**src/rtl/exu_div_req_ctl.sv**
```systemverilog
// Divide request controller: holds one DIV/DIVU/REM/REMU op, issues it to the fixed-latency
// divider and returns the result to GPR writeback. Define EXU_DIV_LAT_CHECK_EN for latency monitoring.
module exu_div_req_ctl #(
    parameter int EXP_LAT = 34,
    parameter int LAT_W   = 6
) (
    input  logic             clk,
    input  logic             rst_l,
    input  logic             req_valid,
    output logic             req_ready,
    input  logic             req_sign,
    input  logic             req_rem,
    input  logic [31:0]      req_rs1,
    input  logic [31:0]      req_rs2,
    input  logic [4:0]       req_rd,
    input  logic             flush_lower,
    output logic             div_valid,
    output logic             div_sign,
    output logic             div_rem,
    output logic [31:0]      div_dividend,
    output logic [31:0]      div_divisor,
    input  logic             div_stall,
    input  logic             div_finish,
    input  logic [31:0]      div_out,
    output logic             wb_valid,
    input  logic             wb_ready,
    output logic [4:0]       wb_rd,
    output logic [31:0]      wb_data,
    output logic             busy,
    output logic [LAT_W-1:0] lat_last,
    output logic             lat_err,
    output logic [2:0]       dbg_state
);

    typedef enum logic [2:0] {
        IDLE  = 3'd0,
        ISSUE = 3'd1,
        WAIT  = 3'd2,
        WB    = 3'd3,
        DRAIN = 3'd4
    } state_t;

    state_t      state;
    state_t      state_nxt;

    logic [31:0] rs1_q;
    logic [31:0] rs2_q;
    logic [31:0] result_q;
    logic [4:0]  rd_q;
    logic        sign_q;
    logic        rem_q;
    logic        req_acc;
    logic        fin_take;

    // Handshakes: a request transfers on req_valid & req_ready & !flush_lower; a writeback
    // transfers on wb_valid & wb_ready & !flush_lower (flush wins); div_valid is a one-cycle
    // push with no back-pressure.
    assign req_acc  = (state == IDLE) & req_valid & ~flush_lower;
    assign fin_take = (state == WAIT) & div_finish & ~flush_lower;

    always_ff @(posedge clk or negedge rst_l) begin
        if (!rst_l) begin
            state <= IDLE;
        end else begin
            state <= state_nxt;
        end
    end

    always_comb begin
        state_nxt = state;
        req_ready = 1'b0;
        div_valid = 1'b0;
        wb_valid  = 1'b0;
        busy      = 1'b1;
        case (state)
            IDLE: begin
                req_ready = 1'b1;
                busy      = 1'b0;
                if (req_acc) begin
                    state_nxt = ISSUE;
                end
            end
            ISSUE: begin
                div_valid = 1'b1;
                state_nxt = flush_lower ? DRAIN : WAIT;
            end
            WAIT: begin
                if (flush_lower) begin
                    state_nxt = div_stall ? DRAIN : IDLE;
                end else if (div_finish) begin
                    state_nxt = WB;
                end
            end
            WB: begin
                wb_valid = 1'b1;
                if (flush_lower || wb_ready) begin
                    state_nxt = IDLE;
                end
            end
            DRAIN: begin
                // The divider is still working on the killed op; wait until it goes quiet.
                if (!div_stall && !div_finish) begin
                    state_nxt = IDLE;
                end
            end
            default: begin
                state_nxt = IDLE;
            end
        endcase
    end

    always_ff @(posedge clk or negedge rst_l) begin
        if (!rst_l) begin
            rs1_q  <= '0;
            rs2_q  <= '0;
            rd_q   <= '0;
            sign_q <= 1'b0;
            rem_q  <= 1'b0;
        end else if (req_acc) begin
            rs1_q  <= req_rs1;
            rs2_q  <= req_rs2;
            rd_q   <= req_rd;
            sign_q <= req_sign;
            rem_q  <= req_rem;
        end
    end

    always_ff @(posedge clk or negedge rst_l) begin
        if (!rst_l) begin
            result_q <= '0;
        end else if (fin_take) begin
            result_q <= div_out;
        end
    end

    assign div_sign     = sign_q;
    assign div_rem      = rem_q;
    assign div_dividend = rs1_q;
    assign div_divisor  = rs2_q;
    assign wb_rd        = rd_q;
    assign wb_data      = result_q;
    assign dbg_state    = state;

`ifdef EXU_DIV_LAT_CHECK_EN
    localparam logic [LAT_W-1:0] LAT_MAX   = {LAT_W{1'b1}};
    localparam logic [LAT_W-1:0] EXP_LAT_V = LAT_W'(EXP_LAT);

    logic [LAT_W-1:0] lat_cnt;
    logic [LAT_W-1:0] lat_inc;
    logic [LAT_W-1:0] lat_last_q;
    logic             lat_err_q;

    // lat_cnt holds completed WAIT cycles, so lat_inc on the finish cycle equals the
    // distance from the div_valid cycle to the finish cycle.
    assign lat_inc = (lat_cnt == LAT_MAX) ? LAT_MAX : lat_cnt + 1'b1;

    always_ff @(posedge clk or negedge rst_l) begin
        if (!rst_l) begin
            lat_cnt    <= '0;
            lat_last_q <= '0;
            lat_err_q  <= 1'b0;
        end else begin
            if (state == ISSUE) begin
                lat_cnt <= '0;
            end else if (state == WAIT) begin
                lat_cnt <= lat_inc;
            end
            if (fin_take) begin
                lat_last_q <= lat_inc;
                if (lat_inc != EXP_LAT_V) begin
                    lat_err_q <= 1'b1;
                end
            end
        end
    end

    assign lat_last = lat_last_q;
    assign lat_err  = lat_err_q;
`else
    assign lat_last = '0;
    assign lat_err  = 1'b0;
`endif

endmodule
```
**config.mk**
```make
export PLATFORM = sky130hd
export DESIGN_NAME = exu_div_req_ctl
export DESIGN_NICKNAME = d
export VERILOG_FILES = /design/src/rtl/exu_div_req_ctl.sv
export SDC_FILE = /design/constraint.sdc
export NUM_CORES = 1
export LEC_CHECK = 0
export BUFFER_PORTS_ARGS = -buffer_cell sky130_fd_sc_hd__buf_2
export CAP_MARGIN = 15
export CELL_PAD_IN_SITES_DETAIL_PLACEMENT = 1
export CELL_PAD_IN_SITES_GLOBAL_PLACEMENT = 2
export CORE_MARGIN = 8
export CORE_UTILIZATION = 25
export CTS_CLUSTER_DIAMETER = 30
export CTS_CLUSTER_SIZE = 30
export DETAILED_ROUTE_END_ITERATION = 6
export PLACE_DENSITY_LB_ADDON = 0.05
export SYNTH_ARGS = -nofsm -noshare
export SYNTH_HDL_FRONTEND = slang
export SYNTH_SLANG_ARGS = --single-unit
```
**constraint.sdc**
```tcl
create_clock -name clk -period 1.6 [get_ports clk]
set_input_delay 0.24 -clock clk [delete_from_list [all_inputs] [get_ports clk]]
set_output_delay 0.24 -clock clk [all_outputs]
set_load 0.05 [all_outputs]
```
==> flow_metrics.tcl <==
set metrics [dict create \
    maxCapViolCount 0 \
    synth-edff-count 0 \
    cp_max_fo 24 \
    viasPerCell 4.09 \
    hold_viol_final 0 \
    fin_nets 600 \
    antenna_left 0 \
    dpl.hpwl_um 10300 \
    slowest_delay_ns 0.40 \
    drt-total-wl_um 13200 \
    yosysMostFrequentCell "dfrtp_1" \
    cts_max_level 3 \
    yosysTopAreaCell "dfrtp_1" \
    grtUsageTotal 0.119 \
    die_h_um 149 \
    ios 227 \
    rows 48 \
    finalCritPeriodShare 1.08 \
    min_from "req_rd[1]" \
    required_ns 1.83 \
    antenna_found_initial 1 \
    period_minus_slack_ns 1.73 \
    status "finished with violations" \
    drive_gt1_frac 0.741 \
    clk_pin_slew_ns 0.07 \
    crit_slowest_cell "dfrtp_2" \
    arrival_ns 1.96 \
    fin_skew_ns 0.00853 \
    syn_to_final_growth_pct 41.2 \
    synthTopCellsByArea "dfrtp_1 60%, mux2_4 24%, mux2_2 8.4%" \
    ctsLongestPathBuffers 2 \
    num-fill-cells 1881 \
    critPathKind "flip-flop to flip-flop" \
    async_flop_share 1.00 \
    ys_seq_area_frac 0.597 \
    violations "setup timing" \
    crit_chain "or3_4 > or2_4 > buf_12 > mux2_4" \
    r2r_end "div_divisor[18]" \
    die_area_mm2 0.0223 \
    dp_slack_ns -0.128 \
    synth_seq_cells 106 \
    rrSetupSlack_ns -0.13 \
    start_util 0.256 \
    port_buffers 219 \
    finalMaxSlewViolations 0 \
    critical_path.startpoint_type "flip-flop" \
    ff2ff_path_depth 4 \
    cts_buffers 9 \
    die_w_um 149 \
    crit_path_end_kind "flip-flop" \
    routedWlPerCell_um 18.4 \
    synth_ff_type "dfrtp_1" \
    hp-class "input pin to flip-flop" \
    rsz0062_at_grt "yes" \
    first_iter_violations 96 \
    cts.sinks 106 \
    clock.fmax_mhz 579 \
    synth_area_mm2 0.00444 \
    place_congestion 0.722 \
    grt_pass1_wl_um 20100 \
    ys_types 25 \
    vias 2950 \
    grt_max_degree 44 \
    first_global_vias 3338 \
    synth_cells 251 \
    grt_overflow 0 \
    drc_errors 0 \
    worst_slack_ns -0.126 \
    setup-violations-final 106 \
    r2r-start "dbg_state[2]" \
    hold_path_end "wb_rd[1]" \
    synth.top_cell.area_share 0.597 \
    first_pass_iters 4 \
    core_area_mm2 0.0174 \
    synthTopCellsByCount "106 x dfrtp_1, 70 x mux2_4, 33 x mux2_2, 7 x buf_12, 7 x buf_4" \
    worstSkewPairLatency_ns 0.35 \
    cts_tree "built" \
    syn_avg_cell_area_um2 17.7 \
    yosys_warnings 0 \
    hold_depth 2 \
    cts_root_buf "clkbuf_16" \
]
-- worst max-delay path by stage --
stage	end	start	slack, ns
final	div_divisor[18]	dbg_state[2]	-0.13
after global routing	div_divisor[14]	dbg_state[0]	-0.18
after CTS	req_ready	dbg_state[2]	-0.16
after detailed placement	div_divisor[15]	dbg_state[2]	-0.13
after global placement	div_dividend[14]	dbg_state[2]	-0.11
after floorplan	div_dividend[0]	dbg_state[1]	-0.48
-- logic make-up after synthesis --
logic type,share of synthesized area
AO/OA/AOI/OAI,0.00704
buffers and inverters,0.0529
flip-flops,0.597
multiplexers,0.320
other,0.000844
AND/OR/NAND/NOR,0.0222
-- flip-flops by register name (all words and copies together), names as in the netlist --
name and flops:
wb_rd 5, div_dividend 32, div_sign 1, wb_data 32, div_divisor 32, dbg_state 3, div_rem 1
-- area by class of cell --
cell class | instances | area, um^2 | share of cell area
Multi-Input combinational cell | 130 | 1620 | 0.258
Tap cell | 225 | 282 | 0.0449
Clock inverter | 4 | 27.5 | 0.00439
Clock buffer | 12 | 246 | 0.0393
Timing Repair Buffer | 241 | 1430 | 0.228
Inverter | 2 | 10.0 | 0.00159
Antenna cell | 1 | 2.50 | 0.000399
Sequential cell | 106 | 2660 | 0.423
-- layer usage --
layer | vias up | share of wire | track usage
met3 | 12 | 0.077 | 0.0431
met2 | 119 | 0.51 | 0.200
met4 | 2 | 0.013 | 0.0424
met1 | 1480 | 0.40 | 0.138
li1 | 1337 | - | -
met5 | - | 0.00098 | 0
-- worst max-delay path, delay by kind of cell, from the launching register on --
kind / cells / cell delay (ns)
buffers and inverters: 1 / 0.20
multiplexers: 1 / 0.31
flip-flops: 1 / 0.40
AND/OR/NAND/NOR: 2 / 0.69
-- cell usage in the layout (no fill, tap or decap), types with 2 or more instances in the layout --
cell type / count
conb_1: 7
a21oi_1: 2
clkbuf_1: 2
buf_6: 2
buf_2: 214
clkbuf_16: 11
buf_8: 5
mux2_4: 70
dfrtp_1: 103
buf_12: 6
nand2b_1: 2
dfrtp_2: 3
buf_4: 11
nor2_1: 2
clkinvlp_4: 3
mux2_2: 33
-- through the flow --
step	TNS (ns)	instance area, um^2	util	instances	hold WS [ns]
global placement	-7.69	5800	0.334	697	0.163
detailed placement	-7.99	5800	0.334	697	0.163
CTS	-9.41	6120	0.353	715	0.0953
finish	-9.83	6280	0.362	721	0.120
global route	-16.25	6270	0.361	720	0.0964
floorplan	-34.36	4510	-	257	-0.0556
-- timing repair --
item / 4_1_cts / 5_1_grt
cloned: 0 / 2
endpoints found under the setup margin: 74 / 107
endpoints found under the hold margin: 18 / 0
pin swaps: 0 / 3
gates resized for setup: 8 / 21
setup buffers: 1 / 3
hold buffers: 1 / 0
Power is left out: the tool's default activity adds up to more than one toggle a clock period on the data nets, which glitch-free logic cannot reach.
